**src/rtl/bus_xfer_unit.sv**
```systemverilog
// -----------------------------------------------------------------------------
// bus_xfer_unit
//
// Latches an operand pair chosen by sel_outbus and runs exactly one memory bus
// transaction (write or read) using a req/ack handshake with wait states and
// a timeout.
//
// Transaction timeline, where cycle 0 is the cycle in which start is accepted:
//   cycle 1      SETUP: address, data and rw are stable; mem_req is low
//   cycle 2..    REQ:   mem_req is high until mem_ack is seen or the
//                       timeout expires
//   after REQ    DONE:  done pulses for one cycle
//   then         IDLE
// busy is high from SETUP through DONE.
//
// Ports:
//   clk, rst            clock (rising edge), asynchronous active-high reset
//   start, sel_outbus   transaction request and operand select
//                       (00 none, 01 write rx, 10 write num, 11 read)
//   rx, ry, num         operands; the address is taken from ry[ADDR_W-1:0]
//   o_direccion_datos   memory address
//   o_salida_datos      memory write data
//   rw                  1 = write, 0 = read
//   mem_req             request strobe towards memory
//   mem_ack, mem_rdata  completion strobe and read data from memory
//   rd_data             last successfully read data
//   busy, done, err     status: in progress, one-cycle completion pulse,
//                       timeout flag
//
// Every output is driven directly by a flop. ADDR_W must not exceed DATA_W.
// -----------------------------------------------------------------------------
module bus_xfer_unit #(
    parameter int DATA_W  = 8,
    parameter int ADDR_W  = 8,
    parameter int TIMEOUT = 15
) (
    input  logic              clk,
    input  logic              rst,
    input  logic              start,
    input  logic [1:0]        sel_outbus,
    input  logic [DATA_W-1:0] rx,
    input  logic [DATA_W-1:0] ry,
    input  logic [DATA_W-1:0] num,
    output logic [ADDR_W-1:0] o_direccion_datos,
    output logic [DATA_W-1:0] o_salida_datos,
    output logic              rw,
    output logic              mem_req,
    input  logic              mem_ack,
    input  logic [DATA_W-1:0] mem_rdata,
    output logic [DATA_W-1:0] rd_data,
    output logic              busy,
    output logic              done,
    output logic              err
);

    localparam int CNT_W = $clog2(TIMEOUT + 1);

    typedef enum logic [1:0] {
        ST_IDLE  = 2'd0,
        ST_SETUP = 2'd1,
        ST_REQ   = 2'd2,
        ST_DONE  = 2'd3
    } state_t;

    state_t            state_q, state_d;
    logic [ADDR_W-1:0] addr_q, addr_d;
    logic [DATA_W-1:0] wdata_q, wdata_d;
    logic              rw_q, rw_d;
    logic              mem_req_q, mem_req_d;
    logic [DATA_W-1:0] rd_data_q, rd_data_d;
    logic              busy_q, busy_d;
    logic              done_q, done_d;
    logic              err_q, err_d;
    logic [CNT_W-1:0]  cnt_q, cnt_d;

    always_comb begin
        state_d   = state_q;
        addr_d    = addr_q;
        wdata_d   = wdata_q;
        rw_d      = rw_q;
        rd_data_d = rd_data_q;
        err_d     = err_q;
        cnt_d     = cnt_q;

        case (state_q)
            ST_IDLE: begin
                // A start with the NOP select is dropped outright.
                if (start && (sel_outbus != 2'b00)) begin
                    addr_d = ry[ADDR_W-1:0];
                    unique case (sel_outbus)
                        2'b01:   wdata_d = rx;
                        2'b10:   wdata_d = num;
                        default: wdata_d = '0;
                    endcase
                    rw_d    = (sel_outbus != 2'b11);
                    err_d   = 1'b0;
                    cnt_d   = '0;
                    state_d = ST_SETUP;
                end
            end

            ST_SETUP: begin
                state_d = ST_REQ;
            end

            ST_REQ: begin
                // The ack is tested first, so an ack in the last allowed
                // cycle still counts as a success.
                if (mem_ack) begin
                    if (!rw_q) begin
                        rd_data_d = mem_rdata;
                    end
                    state_d = ST_DONE;
                end else begin
                    cnt_d = cnt_q + CNT_W'(1);
                    if (cnt_q == CNT_W'(TIMEOUT - 1)) begin
                        err_d   = 1'b1;
                        state_d = ST_DONE;
                    end
                end
            end

            ST_DONE: begin
                state_d = ST_IDLE;
            end

            default: begin
                state_d = ST_IDLE;
            end
        endcase

        // The strobes are decoded from the next state, so the registered
        // outputs line up with the state they describe.
        busy_d    = (state_d != ST_IDLE);
        mem_req_d = (state_d == ST_REQ);
        done_d    = (state_d == ST_DONE);
    end

    always_ff @(posedge clk or posedge rst) begin
        if (rst) begin
            state_q   <= ST_IDLE;
            addr_q    <= '0;
            wdata_q   <= '0;
            rw_q      <= 1'b0;
            mem_req_q <= 1'b0;
            rd_data_q <= '0;
            busy_q    <= 1'b0;
            done_q    <= 1'b0;
            err_q     <= 1'b0;
            cnt_q     <= '0;
        end else begin
            state_q   <= state_d;
            addr_q    <= addr_d;
            wdata_q   <= wdata_d;
            rw_q      <= rw_d;
            mem_req_q <= mem_req_d;
            rd_data_q <= rd_data_d;
            busy_q    <= busy_d;
            done_q    <= done_d;
            err_q     <= err_d;
            cnt_q     <= cnt_d;
        end
    end

    assign o_direccion_datos = addr_q;
    assign o_salida_datos    = wdata_q;
    assign rw                = rw_q;
    assign mem_req           = mem_req_q;
    assign rd_data           = rd_data_q;
    assign busy              = busy_q;
    assign done              = done_q;
    assign err               = err_q;

endmodule
```
**config.mk**
```make
export PLATFORM = sky130hd
export DESIGN_NAME = bus_xfer_unit
export DESIGN_NICKNAME = d
export VERILOG_FILES = /design/src/rtl/bus_xfer_unit.sv
export SDC_FILE = /design/constraint.sdc
export NUM_CORES = 1
export LEC_CHECK = 0
export CAP_MARGIN = 25
export CORE_UTILIZATION = 50
export DETAILED_ROUTE_END_ITERATION = 8
export DONT_BUFFER_PORTS = 1
export GPL_TIMING_DRIVEN = 0
export SYNTH_ARGS = -nofsm -noshare
export SYNTH_HDL_FRONTEND = slang
export SYNTH_SLANG_ARGS = --single-unit
export TNS_END_PERCENT = 5
```
**constraint.sdc**
```tcl
create_clock -name clk -period 4.52 [get_ports clk]
set_input_delay 0 -clock clk [delete_from_list [all_inputs] [get_ports clk]]
set_output_delay 0 -clock clk [all_outputs]
set_load 0.1 [all_outputs]
```
==> reports/qor.yml, run 1 <==
status: "complete, no violations"
grt.total_usage_pct: 21.80
core_area_um2: 3053
clock-root-buffer: "clkbuf_4"
placedInstanceArea_um2: 1697
globalRouteOverflowTotal: 0
rsz0062_at_grt: "false"
cts_tree: "yes"
clockBufferDepth: 2
vias_per_cell: 5.327
htreeDepth: 2
route.detailed.drc: 0
tightest_slew_ns: 0.9266
dp_hpwl_mm: 2.174
max_slew_margin_pct: 38.23
cp_slowest_cell: "dlygate4sd3_1"
hold_end: "cnt_q[3]"
skew_ns: 0.01109
antenna_left: 0
final-seq-area_um2: 875.8
vias: 1156
maxUsedRoutingLayer: "met4"
area_growth_pct: 31.01
wl_met3_um: 265
hold_path_class: "in2reg"
hold_depth: 3
die_area_um2: 3459
layout_min_cycle_time_ns: 2.001
antenna_cells: 0
syn_inst: 128
critPathLaunch: "state_q[0]"
r2r_cells: 5
first_pass_iters: 4
start_util_pct: 52.87
fin_nets: 218
cts_num_sinks: 35
cts_made_buffers: 5
cp.required_ns: 4.76
multiInputGateArea_um2: 675.6
design_area_um2: 2115
drv_slew: 0
max_clock_freq_mhz: 499.8
post_cts_buffers: 0
path_delay_family: "buffers and inverters"
finalSetupTns_ns: 0
cp_max_fo: 8
drt_iter0_markers: 26
synth-edff-count: 0
wl_met1_mm: 1.333
dr_wl_met2_mm: 1.757
finalSetupViolations: 0
cp.arrival_ns: 2.24
grt_antenna_before_repair: 0
synth_fp_nets: 174
cts.clk_slew.worst_paths_ns: 0.11
r2r_start: "state_q[0]"
slowest_delay_ns: 0.55
crit_chain: "inv_1 > ha_1 > nand3b_2 > mux2_2 > dlygate4sd3_1"
critPathBufInv: 2
gp_congestion: 0.7837
fin_crit_sh_pct: 44.27
maxCapViolations: 0
synth_cell_type_count: 30
start_kind: "register"
grt_pass1_vias: 1167
die_w_um: 58.82
async_flop_share_pct: 100.0
grt_pass1_wl_mm: 5.444
hold_start: "mem_ack"
die_h_um: 58.82
ys_warn_count: 0
io_pins: 67
clk_latency_ns: 0.35
post_drt_wl_per_cell_um: 15.80
ys_seq_area_share_pct: 54.26
hold_viol_final: 0
fill_cells: 229
ctsResizeCount: 0
critPathCaptureType: "register"
syn_area_um2: 1614
drive_above_1_share_pct: 13.29
synthFlopType: "dfrtp_1"
ys_seq_elements: 35
port_buffers: 0
avgSynthCellArea_um2: 12.61
rows: 20
crit_type: "reg2reg"
rrSetupSlack_ns: 2.52
worst-path-stages: 5
wl_mm: 3.428
grt_max_degree: 26
reg2reg_to: "o_direccion_datos[2]"
[registers in the layout (all words and copies together) (netlist names), 2 cells and up]
register / flops
o_direccion_datos: 8
o_salida_datos: 8
rd_data: 8
cnt_q: 4
state_q: 2
[routing by layer]
metal  global-route usage (%)  vias up
li1                         -      545
met4                    7.143        0
met2                    36.36       42
met5                        0        -
met3                    10.11        8
met1                    24.75      561
[cell usage after synthesis (2+ instances only)]
cell       count  area, µm²
clkbuf_1       2      7.510
mux2i_1        3      30.03
buf_1          3      11.26
a22o_1         8      70.07
mux2_2         5      56.30
nand2_1        2      7.510
nor2_1         9      33.78
mux2_1        12      135.1
buf_2          2      10.01
a22oi_1        8      60.06
nand2b_1       2      12.51
o21bai_1       3      22.52
inv_1          7      26.28
a2111oi_2      2      30.03
ha_1           8      100.1
o21ai_0        3      15.01
nand3_1        2      10.01
dfrtp_1       35      875.8
[layout make-up]
cell class | count | share of cell area [%]
Timing Repair Buffer | 37 | 18.34
Clock buffer | 5 | 1.775
Tap cell | 44 | 2.604
Clock inverter | 3 | 0.9467
Inverter | 7 | 1.243
Sequential cell | 35 | 41.42
Multi-Input combinational cell | 78 | 31.95
Buffer | 8 | 1.716
[repair_timing]
item | 4_1_cts | 5_1_grt
setup endpoints to repair | 0 | 0
hold buffers | 36 | 0
endpoints found under the hold margin | 60 | 0
[worst max-delay path by stage]
stage                            to  slack, ns
5_1_grt        o_direccion_datos[2]       2.41
3_3_place_gp             rd_data[6]       2.71
4_1_cts        o_direccion_datos[2]       2.52
2_1_floorplan            rd_data[1]       2.78
6_report       o_direccion_datos[2]       2.52
3_5_place_dp             rd_data[2]       2.68
[per-stage QoR]
stage | setup slack, ns | std cells | hold WS [ns] | util (%)
2_1_floorplan | 2.784 | 128 | 0.1317 | -
3_3_place_gp | 2.708 | 172 | 0.1325 | 54.67
3_5_place_dp | 2.677 | 173 | -0.06203 | 55.57
4_1_cts | 2.521 | 217 | 0.06230 | 69.26
5_1_grt | 2.408 | 217 | 0.06593 | 69.26
6_report | 2.519 | 217 | 0.06815 | 69.26
[tightest hold or removal path: stages]
cell,delay [ns]
and2_2,0.19
a2111oi_2,0.07
mux2i_1,0.11
[kinds of logic (layout without fill, tap and decap cells)]
family / after synthesis / in the layout / synth area share (%)
buffers and inverters: 15 / 60 / 3.877
DFF: 35 / 35 / 54.26
AOI/OAI and AO/OA: 29 / 29 / 15.27
adders and majority gates: 8 / 8 / 6.202
and+or+nand+nor: 21 / 21 / 6.667
muxes: 20 / 20 / 13.72
[cell usage in the layout (no fill, tap or decap), types with 2 or more instances in the layout]
| master | n |
|---|---|
| buf_2 | 2 |
| inv_1 | 7 |
| o21bai_1 | 3 |
| clkbuf_4 | 5 |
| mux2_2 | 5 |
| clkbuf_1 | 2 |
| mux2i_1 | 3 |
| a2111oi_2 | 2 |
| mux2_1 | 12 |
| buf_1 | 3 |
| o21ai_0 | 3 |
| a22oi_1 | 8 |
| nand2_1 | 2 |
| clkinvlp_4 | 2 |
| ha_1 | 8 |
| dfrtp_1 | 35 |
| nor2_1 | 9 |
| nand3_1 | 2 |
| nand2b_1 | 2 |
| a22o_1 | 8 |
| dlygate4sd3_1 | 36 |
Power of run 1 is not shown: default switching activity piles up to over one toggle a cycle in this logic, so the estimate is an artifact.
==> run 2: changes to the inputs <==
--- a/config.mk
+++ b/config.mk
@@ -5,6 +5,7 @@
 export SDC_FILE = /design/constraint.sdc
 export NUM_CORES = 1
 export LEC_CHECK = 0
+export ABC_AREA = 1
 export CAP_MARGIN = 25
 export CORE_UTILIZATION = 50
 export DETAILED_ROUTE_END_ITERATION = 8
==> constraint.sdc (replaced) <==
create_clock -name clk -period 2 [get_ports clk]
set_input_delay 0 -clock clk [delete_from_list [all_inputs] [get_ports clk]]
set_output_delay 0 -clock clk [all_outputs]
set_load 0.1 [all_outputs]
==> run 2 against run 1 <==
Wire length increased by 8.8%. Largest cell class unchanged. Highest routed layer unchanged. Final area increased by 3.3%. Register-to-register slack got worse by 2.2 ns. Cell count increased by 28%. Hold slack improved by 0.015 ns. Synthesized area increased by 2.8%. Critical path depth unchanged. Utilization increased by 1.1 points. Critical path type unchanged. Sequential share of layout area decreased by 1.3 points. Worst setup slack got worse by 2.2 ns. Clock-buffer cell count increased by 1. Global-route usage increased by 2.8 points.
==> reports/qor.yml, run 2 <==
status: "complete, no violations"
syn_area_um2: 1659
tightest_slew_ns: 0.9334
r2r_start: "rw"
post_drt_wl_per_cell_um: 13.41
critPathLaunch: "rw"
max_clock_freq_mhz: 598.2
skew_ns: 0.01377
ctsResizeCount: 0
worst_slack_ns: 0.3283
synth_cell_type_count: 20
max_slew_margin_pct: 37.77
ys_seq_elements: 35
crit_type: "reg2reg"
crit_end: "rd_data[0]"
clk_latency_ns: 0.34
cts.clk_slew.worst_paths_ns: 0.11
drv_slew: 0
cp.required_ns: 2.23
rrSetupSlack_ns: 0.33
first_pass_iters: 4
antenna_left: 0
die_w_um: 59.61
yosysMostFrequentCell: "nand2_1"
final_cell_mix: "nand2_1 (73), dlygate4sd3_1 (37), dfrtp_1 (35)"
async_flop_share_pct: 100.0
synth_top_family_by_area: "simple AND/OR/NAND/NOR gates"
critPathCaptureType: "register"
drt_iter0_markers: 65
grt_pass1_wl_mm: 6.354
final-seq-area_um2: 875.8
antenna_cells: 0
grt_max_degree: 25
grt_pass1_vias: 1445
cp_max_fo: 10
synth_xor_area_share_pct: 0
htreeDepth: 2
synth-edff-count: 0
muxShareOfSynthArea_pct: 0
start_kind: "register"
synth_common_cells: "nand2_1 (73), dfrtp_1 (35), inv_1 (26)"
fin_crit_sh_pct: 83.58
final_common_cell: "nand2_1"
grt.total_usage_pct: 24.63
synth.area.top_cells: "dfrtp_1 (53%), nand2_1 (17%), ha_1 (6.0%)"
hold_path_class: "in2reg"
hold_start: "start"
synth_fa_ha_area_share_pct: 6.033
slowest_delay_ns: 0.76
port_buffers: 0
core_area_um2: 3103
ys_seq_area_share_pct: 52.79
layout_min_cycle_time_ns: 1.672
placedInstanceArea_um2: 1742
maxCapViolations: 0
multiInputGateArea_um2: 634.4
io_pins: 67
cts_made_buffers: 5
clock-root-buffer: "clkbuf_4"
route.detailed.drc: 0
synth-simple-area-share_pct: 21.64
cts-hold-fix-buffers: 37
rows: 20
dp_hpwl_mm: 2.342
synthFlopType: "dfrtp_1"
drive_above_1_share_pct: 9.402
globalRouteOverflowTotal: 0
start_util_pct: 53.47
finalSetupViolations: 0
gp_congestion: 0.7586
grt_antenna_before_repair: 0
reg2reg_to: "rd_data[0]"
syn_inst: 189
vias_per_cell: 5.040
synth_largest_area_cell: "dfrtp_1"
whs_ns: 0.08354
die_h_um: 59.61
fill_cells: 265
hold_viol_final: 0
synth_compound_area_share_pct: 10.56
cts_num_sinks: 35
fin_nets: 280
rsz0062_at_grt: "false"
ys_warn_count: 0
vias: 1401
avgSynthCellArea_um2: 8.778
clockBufferDepth: 2
design_area_um2: 2183
post_cts_buffers: 0
cp_slowest_cell: "dfrtp_1"
r2r_cells: 5
crit_chain: "or2_1 > buf_6 > buf_12 > nand2_2 > o21ai_2"
cp.arrival_ns: 1.90
wl_mm: 3.728
area_growth_pct: 31.60
netlist.area_leader.share_pct: 52.79
cts_tree: "yes"
finalSetupTns_ns: 0
pre_cts_ws_ns: 0.3457
synth_fp_nets: 235
die_area_um2: 3553
[run 2: changes by cell type in the layout (fill, tap and decap cells not counted), sizes merged, moves of 3 or more]
cell	before	now
a2111oi	3	0
a21oi	0	3
a22oi	8	0
mux2i	3	0
o21ai	3	12
o21bai	3	0
mux2	17	0
buf	7	4
nand2	2	76
nor2	10	7
inv	7	27
[run 2: cell type report]
class | instances | area share [%]
Tap cell | 44 | 2.521
Buffer | 6 | 2.178
Timing Repair Buffer | 38 | 18.22
Multi-Input combinational cell | 121 | 29.05
Clock buffer | 6 | 1.891
Sequential cell | 35 | 40.11
Clock inverter | 1 | 1.375
Inverter | 27 | 4.642
[run 2: through the flow]
stage | utilization (%) | std cells
2_1_floorplan | - | 189
3_3_place_gp | 55.24 | 233
3_5_place_dp | 56.13 | 234
4_1_cts | 70.36 | 278
5_1_grt | 70.36 | 278
6_report | 70.36 | 278
[run 2: worst max-delay path, delay by kind of cell (launching register included)]
family	cells	cell delay, ns
and+or+nand+nor	2	0.47
DFF	1	0.76
buffers and inverters	2	0.28
AOI/OAI and AO/OA	1	0.06
[run 2: kinds of logic after synthesis]
family	count (synthesis)
compound gates	23
fa+ha+maj	8
flops	35
buf+inv	33
simple gates	90
[run 2: routing by layer]
layer / GRT usage [%] / wire length, µm / vias up
li1: - / - / 675
met1: 27.58 / 1412 / 654
met2: 44.14 / 2004 / 61
met3: 6.550 / 212 / 11
met4: 9.967 / 99 / 0
met5: 0 / 0 / -
[run 2: worst min-delay path by stage]
stage,to,slack (ns),cells past startpoint
3_3_place_gp,o_direccion_datos[4],0.11,2
6_report,o_salida_datos[1],0.08,4
5_1_grt,o_salida_datos[4],0.11,4
2_1_floorplan,o_direccion_datos[0],0.11,2
4_1_cts,o_salida_datos[4],0.08,4
3_5_place_dp,rd_data[4],-0.05,1
Power of run 2 is left out for the same reason.
